$ cat src/rtl/upload_frame_mux_pkg.sv
// Shared constants and types for the multi-channel framed upload path.
package upload_frame_mux_pkg;

    localparam logic [7:0] SOF0_BYTE = 8'hAA;
    localparam logic [7:0] SOF1_BYTE = 8'h55;

    typedef enum logic [2:0] {
        ST_IDLE = 3'd0,
        ST_SOF0 = 3'd1,
        ST_SOF1 = 3'd2,
        ST_CHN  = 3'd3,
        ST_LEN  = 3'd4,
        ST_DATA = 3'd5,
        ST_CHK  = 3'd6
    } state_t;

    // Occupancy counter width: must represent 0..depth inclusive.
    function automatic int cnt_w(input int depth);
        return $clog2(depth) + 1;
    endfunction

endpackage

$ cat src/rtl/upload_frame_mux_if.sv
// Byte-stream bundle: NUM_CH input channels plus the single framed upload stream.
interface upload_frame_mux_if #(
    parameter int NUM_CH = 4
);
    logic [NUM_CH-1:0]   in_valid;
    logic [NUM_CH*8-1:0] in_data;
    logic [NUM_CH-1:0]   in_ready;
    logic [7:0]          up_data;
    logic                up_valid;
    logic                up_ready;

    modport master (
        output in_valid, in_data, up_ready,
        input  in_ready, up_data, up_valid
    );

    modport slave (
        input  in_valid, in_data, up_ready,
        output in_ready, up_data, up_valid
    );
endinterface

$ cat src/rtl/upload_frame_mux_chan_fifo.sv
// Per-channel synchronous first-word-fall-through byte FIFO with occupancy count.
module upload_frame_mux_chan_fifo #(
    parameter int DEPTH = 64,
    parameter int CNT_W = 7
) (
    input  logic             clk,
    input  logic             rst,
    input  logic             wr,
    input  logic [7:0]       wr_data,
    input  logic             rd,
    output logic [7:0]       rd_data,
    output logic             full,
    output logic             empty,
    output logic [CNT_W-1:0] count
);
    localparam int AW = $clog2(DEPTH);

    logic [7:0]    mem [DEPTH];
    logic [AW-1:0] wr_ptr;
    logic [AW-1:0] rd_ptr;
    logic          do_wr;
    logic          do_rd;

    assign full    = (count == CNT_W'(DEPTH));
    assign empty   = (count == '0);
    assign do_wr   = wr && !full;
    assign do_rd   = rd && !empty;
    // Storage is flops, so the head byte is presented without a read cycle.
    assign rd_data = mem[rd_ptr];

    always_ff @(posedge clk or posedge rst) begin
        if (rst) begin
            wr_ptr <= '0;
            rd_ptr <= '0;
            count  <= '0;
        end else begin
            if (do_wr) wr_ptr <= wr_ptr + 1'b1;
            if (do_rd) rd_ptr <= rd_ptr + 1'b1;
            count <= count + CNT_W'(do_wr) - CNT_W'(do_rd);
        end
    end

    always_ff @(posedge clk) begin
        if (do_wr) mem[wr_ptr] <= wr_data;
    end

endmodule

$ cat src/rtl/upload_frame_mux.sv
// Round-robin multiplexer of NUM_CH buffered byte channels into framed upload packets.
//  state | meaning
//  IDLE  | no frame in flight; grant first eligible channel from rr_ptr
//  SOF0  | emit 8'hAA
//  SOF1  | emit 8'h55
//  CHN   | emit granted channel number
//  LEN   | emit latched payload length
//  DATA  | emit payload bytes straight from the granted FIFO head
//  CHK   | emit XOR of CH, LEN and payload
module upload_frame_mux
    import upload_frame_mux_pkg::*;
#(
    parameter int NUM_CH      = 4,
    parameter int FIFO_DEPTH  = 64,
    parameter int MAX_PKT     = 32,
    parameter int TIMEOUT_CYC = 6000
) (
    input  logic                 clk,
    input  logic                 rst,
    upload_frame_mux_if.slave    bus,
    output logic [NUM_CH-1:0]    ch_overflow,
    output logic                 busy
);
    localparam int CNT_W = cnt_w(FIFO_DEPTH);
    localparam int TMO_W = $clog2(TIMEOUT_CYC + 1);
    localparam int CH_W  = (NUM_CH > 1) ? $clog2(NUM_CH) : 1;

    logic [NUM_CH-1:0] full;
    logic [NUM_CH-1:0] empty;
    logic [NUM_CH-1:0] wr_en;
    logic [NUM_CH-1:0] rd_en;
    logic [NUM_CH-1:0] eligible;
    logic [7:0]        rd_data [NUM_CH];
    logic [CNT_W-1:0]  count   [NUM_CH];
    logic [TMO_W-1:0]  tmo     [NUM_CH];

    state_t            state;
    state_t            state_nx;
    logic [CH_W-1:0]   rr_ptr;
    logic [CH_W-1:0]   cur_ch;
    logic [CH_W-1:0]   grant_ch;
    logic [CH_W-1:0]   cand;
    logic              grant_vld;
    logic              grant_fire;
    logic [CNT_W-1:0]  grant_cnt;
    logic [7:0]        grant_len;
    logic [7:0]        len;
    logic [7:0]        pay_left;
    logic [7:0]        chk;
    logic [7:0]        up_data;
    logic              up_valid;

    for (genvar i = 0; i < NUM_CH; i++) begin : g_ch
        assign wr_en[i]    = bus.in_valid[i] && !full[i];
        assign rd_en[i]    = (state == ST_DATA) && bus.up_ready && (cur_ch == CH_W'(i));
        assign eligible[i] = (count[i] >= CNT_W'(MAX_PKT)) ||
                             (!empty[i] && (tmo[i] == TMO_W'(TIMEOUT_CYC)));

        upload_frame_mux_chan_fifo #(
            .DEPTH (FIFO_DEPTH),
            .CNT_W (CNT_W)
        ) u_fifo (
            .clk     (clk),
            .rst     (rst),
            .wr      (bus.in_valid[i]),
            .wr_data (bus.in_data[8*i +: 8]),
            .rd      (rd_en[i]),
            .rd_data (rd_data[i]),
            .full    (full[i]),
            .empty   (empty[i]),
            .count   (count[i])
        );
    end

    assign bus.in_ready = ~full;
    assign bus.up_data  = up_data;
    assign bus.up_valid = up_valid;
    assign busy         = (state != ST_IDLE);

    // Walk downward so the lowest offset from rr_ptr is the one that sticks.
    always_comb begin
        grant_vld = 1'b0;
        grant_ch  = '0;
        cand      = '0;
        for (int k = NUM_CH - 1; k >= 0; k--) begin
            cand = CH_W'((int'(rr_ptr) + k) % NUM_CH);
            if (eligible[cand]) begin
                grant_vld = 1'b1;
                grant_ch  = cand;
            end
        end
    end

    assign grant_fire = (state == ST_IDLE) && grant_vld;
    assign grant_cnt  = count[grant_ch];
    assign grant_len  = (grant_cnt >= CNT_W'(MAX_PKT)) ? 8'(MAX_PKT) : 8'(grant_cnt);

    always_ff @(posedge clk or posedge rst) begin
        if (rst) begin
            for (int i = 0; i < NUM_CH; i++) tmo[i] <= '0;
        end else begin
            for (int i = 0; i < NUM_CH; i++) begin
                if (wr_en[i] || (grant_fire && (grant_ch == CH_W'(i))))
                    tmo[i] <= '0;
                else if (!empty[i] && (tmo[i] != TMO_W'(TIMEOUT_CYC)))
                    tmo[i] <= tmo[i] + 1'b1;
            end
        end
    end

    always_ff @(posedge clk or posedge rst) begin
        if (rst) ch_overflow <= '0;
        else     ch_overflow <= ch_overflow | (bus.in_valid & full);
    end

    always_ff @(posedge clk or posedge rst) begin
        if (rst) state <= ST_IDLE;
        else     state <= state_nx;
    end

    always_comb begin
        state_nx = state;
        up_valid = 1'b1;
        up_data  = 8'h00;
        case (state)
            ST_IDLE: begin
                up_valid = 1'b0;
                if (grant_vld) state_nx = ST_SOF0;
            end
            ST_SOF0: begin
                up_data = SOF0_BYTE;
                if (bus.up_ready) state_nx = ST_SOF1;
            end
            ST_SOF1: begin
                up_data = SOF1_BYTE;
                if (bus.up_ready) state_nx = ST_CHN;
            end
            ST_CHN: begin
                up_data = 8'(cur_ch);
                if (bus.up_ready) state_nx = ST_LEN;
            end
            ST_LEN: begin
                up_data = len;
                if (bus.up_ready) state_nx = ST_DATA;
            end
            ST_DATA: begin
                up_data = rd_data[cur_ch];
                if (bus.up_ready && (pay_left == 8'd1)) state_nx = ST_CHK;
            end
            ST_CHK: begin
                up_data = chk;
                if (bus.up_ready) state_nx = ST_IDLE;
            end
            default: begin
                up_valid = 1'b0;
                state_nx = ST_IDLE;
            end
        endcase
    end

    always_ff @(posedge clk or posedge rst) begin
        if (rst) begin
            rr_ptr   <= '0;
            cur_ch   <= '0;
            len      <= '0;
            pay_left <= '0;
            chk      <= '0;
        end else if (grant_fire) begin
            cur_ch   <= grant_ch;
            len      <= grant_len;
            pay_left <= grant_len;
            chk      <= 8'(grant_ch) ^ grant_len;
            rr_ptr   <= (grant_ch == CH_W'(NUM_CH - 1)) ? '0 : grant_ch + 1'b1;
        end else if ((state == ST_DATA) && bus.up_ready) begin
            pay_left <= pay_left - 1'b1;
            chk      <= chk ^ rd_data[cur_ch];
        end
    end

endmodule

$ cat src/flat_wrapper.sv
// flat-port wrapper written by rule: the top's interface ports become plain ports
module upload_frame_mux_flat import upload_frame_mux_pkg::*;
#(
    parameter int NUM_CH      = 4,
    parameter int FIFO_DEPTH  = 64,
    parameter int MAX_PKT     = 32,
    parameter int TIMEOUT_CYC = 6000
)
  (clk, rst, ch_overflow, busy, bus_in_valid, bus_in_data, bus_up_ready, bus_in_ready, bus_up_data, bus_up_valid);
  upload_frame_mux_if #(.NUM_CH(NUM_CH)) bus_i ();
  input  logic clk;
  input  logic rst;
  output logic [NUM_CH-1:0] ch_overflow;
  output logic busy;
  input wire logic [$bits(bus_i.in_valid)-1:0] bus_in_valid;
  input wire logic [$bits(bus_i.in_data)-1:0] bus_in_data;
  input wire logic [$bits(bus_i.up_ready)-1:0] bus_up_ready;
  output wire logic [$bits(bus_i.in_ready)-1:0] bus_in_ready;
  output wire logic [$bits(bus_i.up_data)-1:0] bus_up_data;
  output wire logic [$bits(bus_i.up_valid)-1:0] bus_up_valid;
  assign bus_i.in_valid = bus_in_valid;
  assign bus_i.in_data = bus_in_data;
  assign bus_i.up_ready = bus_up_ready;
  assign bus_in_ready = bus_i.in_ready;
  assign bus_up_data = bus_i.up_data;
  assign bus_up_valid = bus_i.up_valid;
  upload_frame_mux #(.NUM_CH(NUM_CH), .FIFO_DEPTH(FIFO_DEPTH), .MAX_PKT(MAX_PKT), .TIMEOUT_CYC(TIMEOUT_CYC)) u_core (.clk(clk), .rst(rst), .bus(bus_i), .ch_overflow(ch_overflow), .busy(busy));
endmodule
$ cat config.mk
export PLATFORM = sky130hd
export DESIGN_NAME = upload_frame_mux_flat
export DESIGN_NICKNAME = d
export VERILOG_FILES = /design/src/rtl/upload_frame_mux_pkg.sv /design/src/rtl/upload_frame_mux_if.sv /design/src/rtl/upload_frame_mux_chan_fifo.sv /design/src/rtl/upload_frame_mux.sv /design/src/flat_wrapper.sv
export SDC_FILE = /design/constraint.sdc
export NUM_CORES = 2
export LEC_CHECK = 0
export BUFFER_PORTS_ARGS = -buffer_cell sky130_fd_sc_hd__buf_4
export CELL_PAD_IN_SITES_DETAIL_PLACEMENT = 0
export CELL_PAD_IN_SITES_GLOBAL_PLACEMENT = 1
export CORE_ASPECT_RATIO = 0.7
export CORE_MARGIN = 5
export CORE_UTILIZATION = 35
export DETAILED_ROUTE_END_ITERATION = 6
export HOLD_SLACK_MARGIN = 0.05
export PLACE_DENSITY_LB_ADDON = 0.2
export SLEW_MARGIN = 15
export SYNTH_ARGS = -nofsm -noshare
export SYNTH_HDL_FRONTEND = slang
export SYNTH_SLANG_ARGS = --single-unit
$ cat constraint.sdc
create_clock -name clk -period 5.15 [get_ports clk]
set_input_delay 0.2575 -clock clk [delete_from_list [all_inputs] [get_ports clk]]
set_output_delay 0.2575 -clock clk [all_outputs]
set_load 0.05 [all_outputs]
Word level (Yosys, flattened, before mapping) --
Memory sizes are Yosys's and may differ from the RTL's. Index checks and enable logic that the tools add are counted.
Word-level totals: bits in registers 163, bits in writable memories 2048, output and inout bits 18, logic and storage cells 214, memories kept 4
Memories:
- u_core.g_ch[0].u_fifo.mem | depth 64, width 8, rd ports 1, clocked after memory_dff 0, write ports 1, line upload_frame_mux_chan_fifo.sv:18 | logic [7:0] mem [DEPTH];
- u_core.g_ch[1].u_fifo.mem | depth 64, width 8, rd ports 1, clocked after memory_dff 0, write ports 1, line upload_frame_mux_chan_fifo.sv:18
- u_core.g_ch[2].u_fifo.mem | depth 64, width 8, rd ports 1, clocked after memory_dff 0, write ports 1, line upload_frame_mux_chan_fifo.sv:18
- u_core.g_ch[3].u_fifo.mem | depth 64, width 8, rd ports 1, clocked after memory_dff 0, write ports 1, line upload_frame_mux_chan_fifo.sv:18
Operators by class: add/sub/neg operators 25, order comparisons 11, equality and inequality tests 32, multiplexer cells 54, bitwise logic cells 7, reduce and logical (&&, ||, !) cells 58
Operator list (count):
- 2-to-1 mux 13 bit | 8
- adder 13 x 1 -> 13 bit, second input constant | 4
- equality test 13 bit, second input constant | 4
- inequality test 13 bit, second input constant | 4
- adder 6 x 1 -> 6 bit, second input constant | 8
- 2-to-1 mux 8 bit | 6
- case mux 8 bit (6 select lines) | 1
- greater-or-equal comparator 7 x 6 -> 1 bit, second input constant | 5
- adder 7 x 1 -> 7 bit | 4
- equality test 7 bit, second input constant | 4
- logical NOT 7 bit | 4
- subtractor 7 x 1 -> 7 bit | 4
- logical AND 1 bit | 27
- 2-to-1 mux 3 bit | 7
- 2-to-1 mux 7 bit | 3
- case mux 3 bit (7 select lines) | 1
- 2-to-1 mux 1 bit | 17
- binary-select mux 8 bit (select 2 bit) | 1
- binary-select mux 7 bit (select 2 bit) | 1
- < comparator 2 x 3 -> 1 bit, second input constant | 4
- inequality test 2 bit, second input constant | 6
- 2-to-1 mux 2 bit | 5
- nonzero test 2 bit | 5
- equality test 3 bit, second input constant | 3
- 24 further kinds | 51

Depth between registers and ports, before layout --
depth after elaboration 18, mapped depth 20

Modules after synthesis --
A second synthesis with hierarchy kept.
Second synthesis, totals: cells, all modules 4769, area total of the unflattened synthesis 89036.6 sq um
Modules (own cells, without submodules):
- upload_frame_mux_chan_fifo (u_core.g_ch[2].u_fifo ...) | times used 2, cells each 1039, area an instance 20852.5 sq um, sequential area each 15850.2 sq um
- upload_frame_mux_chan_fifo (u_core.g_ch[0].u_fifo) | times used 1, cells each 1058, area an instance 20986.4 sq um, sequential area each 15850.2 sq um
- upload_frame_mux_chan_fifo (u_core.g_ch[1].u_fifo) | times used 1, cells each 1052, area an instance 20953.8 sq um, sequential area each 15850.2 sq um
- upload_frame_mux | times used 1, cells each 581, area an instance 5391.4 sq um, sequential area each 2152.1 sq um

Worst setup path after synthesis --
Ideal clock, no wire load.
path type register -> register, start register u_core.g_ch[0].u_fifo.count[5], end register u_core.g_ch[0].u_fifo.count[6], arrival time 3404 ps, required time 5025 ps, slack 1621 ps, cell stages (with the launch flop) 20, buffers on the path 1, period minus slack after synthesis 3529 ps, cell sequence dfrtp_1 -> inv_1 -> ha_1 -> nor4bb_1 -> nand2_1 -> and2_1 -> clkbuf_1 -> inv_1 -> ha_1 -> inv_1 -> ha_1 -> inv_1 -> fa_1 -> inv_1 -> a21oi_1 -> nor2_1 -> o21ai_0 -> a21oi_1 -> nor2_1 -> xor2_1
On the way: word-level cells in the longest chain between the ends 5, elaborated cells on any way between the ends 8, those cells by class add/sub (2); eq/ne (1); reduce/logical (5)
Ends and longest elaborated chain:
- from (decl) | line upload_frame_mux_chan_fifo.sv:14 | output logic [CNT_W-1:0] count
- from (signal assigned) | line upload_frame_mux_chan_fifo.sv:39 | count <= count + CNT_W'(do_wr) - CNT_W'(do_rd);
- equality test 7 bit | line upload_frame_mux_chan_fifo.sv:24 | assign full = (count == CNT_W'(DEPTH));
- logical NOT 1 bit | line upload_frame_mux_chan_fifo.sv:26 | assign do_wr = wr && !full;
- logical AND 1 bit | line upload_frame_mux_chan_fifo.sv:26
- adder 7 x 1 -> 7 bit | line upload_frame_mux_chan_fifo.sv:39
- subtractor 7 x 1 -> 7 bit (*) | line upload_frame_mux_chan_fifo.sv:39
Every way passes the cells marked *; elsewhere a longest branch is shown, timed or not. A chain may end at the register's enable or synchronous reset.

Worst setup path in the final report --
start register u_core.g_ch[1].u_fifo.rd_ptr[1], end output port bus_up_data[6]
On the way: word-level cells in the longest chain between the ends 5
Ends and longest elaborated chain:
- from (decl) | line upload_frame_mux_chan_fifo.sv:20 | logic [AW-1:0] rd_ptr;
- from (signal assigned) | line upload_frame_mux_chan_fifo.sv:38 | if (do_rd) rd_ptr <= rd_ptr + 1'b1;
- memory read (64 x 8 bit)
- binary-select mux 8 bit (select 2 bit) | line upload_frame_mux.sv:147 | up_data = rd_data[cur_ch];
- 2-to-1 mux 8 bit (not written as such) (2 in series) | line upload_frame_mux.sv:147
- case mux 8 bit (6 select lines) | line upload_frame_mux.sv:125 | case (state)
- to (decl) | line flat_wrapper.sv:19 | output wire logic [$bits(bus_i.up_data)-1:0] bus_up_data;
No other way between the ends. The select of a mux whose other input is x is not followed.

==> summary.md <==
| Metric | Value |
|---|---|
| Most common cell after layout, fill and taps aside | `edfxtp_1` |
| Pleak | `about 32 nW` |
| Share of cells above drive strength 1 | `between 20% and 30%` |
| Core ar. | `0.249 sq mm` |
| Tmin final | `4930 ps` |
| Number of synthesized flops with an enable pin | `2048` |
| WHS | `roughly 140 ps` |
| Ports | `57` |
| Combinational power share | `a little under a quarter` |
| Ys flop type | `edfxtp_1` |
| Synth warnings | `0` |
| DRC | `0` |
| Placed Cells | `~7700` |
| Post-DRT Antenna Nets | `0` |
| # fillers | `about 22000` |
| Max_slew headroom | `25.3%` |
| Final slew viol count | `0` |
| Outcome | `finished, final reports clean` |
| CTS tree | `built` |
| Initial Utilization | `35.3%` |
| NetSw | `13.8 mW` |
| Register area | `between 0.06 and 0.07 sq mm` |
| Max Cap Viol | `0` |
| DIE WIDTH | `about 600 microns` |
| Die height | `~430 microns` |
| Mapped Area | `0.0879 sq mm` |
| Post-Route WL | `about 220000 microns` |
| Setup Viol. Count Final | `0` |
| Register area share after synthesis | `around three quarters` |
| Post-synth cell types | `73` |
| I/O Buffers | `between 50 and 60` |
| Worst-path clk slew | `around 60 ps` |
| Final period utilization | `95.8%` |
| Finished Cell Area | `approximately 0.10 sq mm` |
| Setup TNS | `0 ps` |
| Drt wl/cell | `roughly 26 microns` |
| Maximum fanout along the worst path | `27` |
| Root Driver | `clkbuf_16` |
| Critical-path top delay cell | `dfrtp_4` |
| CTS HTree Levels | `4` |
| Worst-Skew Late Latency | `about 870 ps` |
| Clk sinks | `2210` |
| Vias | `approximately 43000` |
| GRT Overall Usage | `between 10% and 20%` |
| Ys async rst share | `between 7 and 8%` |
| Critical path type | `register to output pin` |
| Yosys top cell area share | `70.0%` |
| WP data required | `4890 ps` |
| Synth Instances | `roughly 4400` |
| Row Count | `approximately 150` |
| Arrival time at the worst endpoint | `4670 ps` |
| Drt first-iter violations | `3987` |
| RSZ-0062 raised after global routing | `no` |
| Multi-input logic area | `between 0.02 and 0.025 sq mm` |
| PwrDens | `about 480 mW/mm^2` |
| CP endpoint kind | `output pin` |
| Worst Clk Skew | `roughly 56 ps` |
| Dpl cell area | `0.0930 sq mm` |
| Int Pwr | `roughly 35 mW` |
| DRT Pass-1 Iters | `6` |
| Initial antenna violation count | `1` |
| Yosys top cell by area | `edfxtp_1` |
| Post-Layout Cell Count | `between 8000 and 9000` |
| Final hold violations | `0` |
| Die ar. | `between 0.2 and 0.3 sq mm` |
| Most frequent cells in the layout | `2048 x edfxtp_1, 576 x mux4_2, 378 x nor2_1` |
| Net count after synthesis | `4502` |
| Worst min path class | `input pin to asynchronous set/reset pin` |
| Syn avg cell area | `approximately 20 sq um` |
| Crit start category | `register` |
| Area Overhead vs Synth | `14.6%` |
| GP Congestion | `a little under 0.8` |
| GRT overflow | `0` |
| Power, Total | `48.6 mW` |
| Max VDD drop | `about 260 uV` |
| First-pass GRT wire length | `between 300000 and 400000 microns` |
| Switching share of power | `about 28%` |
| Drt via density | `about 5.2` |
| Cts bufs inserted | `roughly 210` |
| Largest cells by area after synthesis | `edfxtp_1 70%, mux4_2 15%, dfrtp_1 4.6%, nor2_1 1.6%, a22oi_1 0.94%` |
| Max incr delay on CP | `around 730 ps` |
| Pin count of the biggest net entering global routing | `93` |
| Crit path cell chain | `buf_4 -> mux4_2 -> mux4_2 -> a22oi_1 -> a21oi_1 -> nor4_4 -> o32ai_1 -> buf_4` |
| Slew @ Worst Pin | `about 1100 ps` |
| Synth Register Bits | `roughly 2200` |
| CTS max path bufs | `4` |
| Number of global-route vias before repair | `43700` |
| Nets | `about 4800` |
| Max Freq | `slightly above 200 MHz` |
| Sequential share of power | `a little over two fifths` |
| Clock share of power | `about 33%` |
| Post-DP HPWL | `around 130000 microns` |
==> kinds of logic after synthesis <==
group / after synthesis / share of synthesized area, %
fa+ha+maj: 67 / 0.988
compound gates: 380 / 2.98
mux: 586 / 14.9
flops: 2210 / 74.6
xor+xnor: 104 / 1.04
buf+inv: 305 / 1.58
simple gates: 744 / 3.94
==> synth_stat cells, types with 10 or more instances <==
cell / instances
clkbuf_1: 100
or3_1: 16
o22ai_1: 21
mux4_2: 576
nand3b_1: 12
a22o_1: 24
a211oi_1: 13
a221oi_1: 24
nor2_1: 380
xor2_1: 45
inv_1: 75
nand4_1: 32
buf_1: 47
xnor2_1: 59
ha_1: 63
buf_4: 20
edfxtp_1: 2048
dfrtp_1: 162
nand2_1: 126
nand3_1: 50
and2_1: 14
a21oi_1: 84
nor3_1: 16
a22oi_1: 110
nor2b_1: 28
nand2b_1: 10
buf_2: 45
o21ai_0: 41
buf_6: 15
==> layer usage <==
| layer | vias to the layer above | track usage [%] | wire (microns) |
|---|---|---|---|
| met2 | 1083 | 23.5 | 94900 |
| met4 | 0 | 3.11 | 3680 |
| met3 | 258 | 3.13 | 11800 |
| met1 | 23000 | 25.4 | 105000 |
| met5 | - | 0 | 0 |
| li1 | 18500 | - | - |
==> metrics by stage <==
stage,utilization (%),worst slack [ps]
final,40.4,218
after global routing,40.4,3.53
after CTS,40.3,6.29
after detailed placement,37.4,671
after global placement,37.4,682
after floorplan,-,516
==> power groups by stage <==
stage / registers (mW) / logic, mW / clock network, mW
global placement: 21.8 / 11.1 / 0
floorplan: 21.3 / 7.92 / 0
CTS: 21.5 / 11.2 / 16.4
detailed placement: 21.9 / 11.1 / 0
finish: 21.4 / 11.2 / 16.0
global route: 21.5 / 12.2 / 17.2
==> timing repair <==
action	in CTS	in global routing
hold buffers	38	0
pin swaps	0	1
gates resized for setup	4	9
endpoints found under the setup margin	7	7
endpoints found under the hold margin	2160	0
buffers inserted	1	24
gates cloned	0	0
==> cell type report <==
cell class | count | area share [%]
flip-flops and latches | 2210 | 65.1
multi-input cells | 1881 | 20.9
clock buffers | 270 | 5.61
well taps | 3332 | 4.14
repair buffers | 306 | 2.64
clock inverters | 109 | 1.31
inverters | 76 | 0.291
diodes | 2 | 0.00497
==> path summary, 6_finish.rpt <==
kind                                                       from                              end  slack [ps]  cells after the start
worst min register to register            u_core.ch_overflow[3]            u_core.ch_overflow[3]         480                      1
worst min-delay path                                        rst                   u_core.tmo[38]         140                      3
max in group asynchronous                                   rst  u_core.g_ch[3].u_fifo.rd_ptr[1]        3920                      4
min in group clk                                bus_in_valid[3]            u_core.ch_overflow[3]         230                      3
worst max register to register   u_core.g_ch[3].u_fifo.count[2]   u_core.g_ch[3].u_fifo.count[6]        1130                     19
worst max-delay path            u_core.g_ch[1].u_fifo.rd_ptr[1]                   bus_up_data[6]         220                      8
==> registers in the layout (all words and copies together) (netlist names) <==
| register | count |
|---|---|
| u_core.tmo | 52 |
| u_core.g_ch.u_fifo.wr_ptr | 24 |
| u_core.rr_ptr | 2 |
| u_core.len | 7 |
| u_core.pay_left | 8 |
| u_core.g_ch.u_fifo.mem | 2048 |
| u_core.ch_overflow | 4 |
| u_core.chk | 8 |
| u_core.cur_ch | 2 |
| u_core.state | 3 |
| u_core.g_ch.u_fifo.count | 28 |
| u_core.g_ch.u_fifo.rd_ptr | 24 |
==> worst max-delay path: cells and delay by family (launching register included) <==
family / cells / cell delay (ps)
buffers and inverters: 2 / 610
AO/OA/AOI/OAI: 3 / 1240
AND/OR/NAND/NOR: 1 / 320
multiplexers: 2 / 900
flip-flops: 1 / 730
No activity file was read; power rests on OpenSTA's default activity.
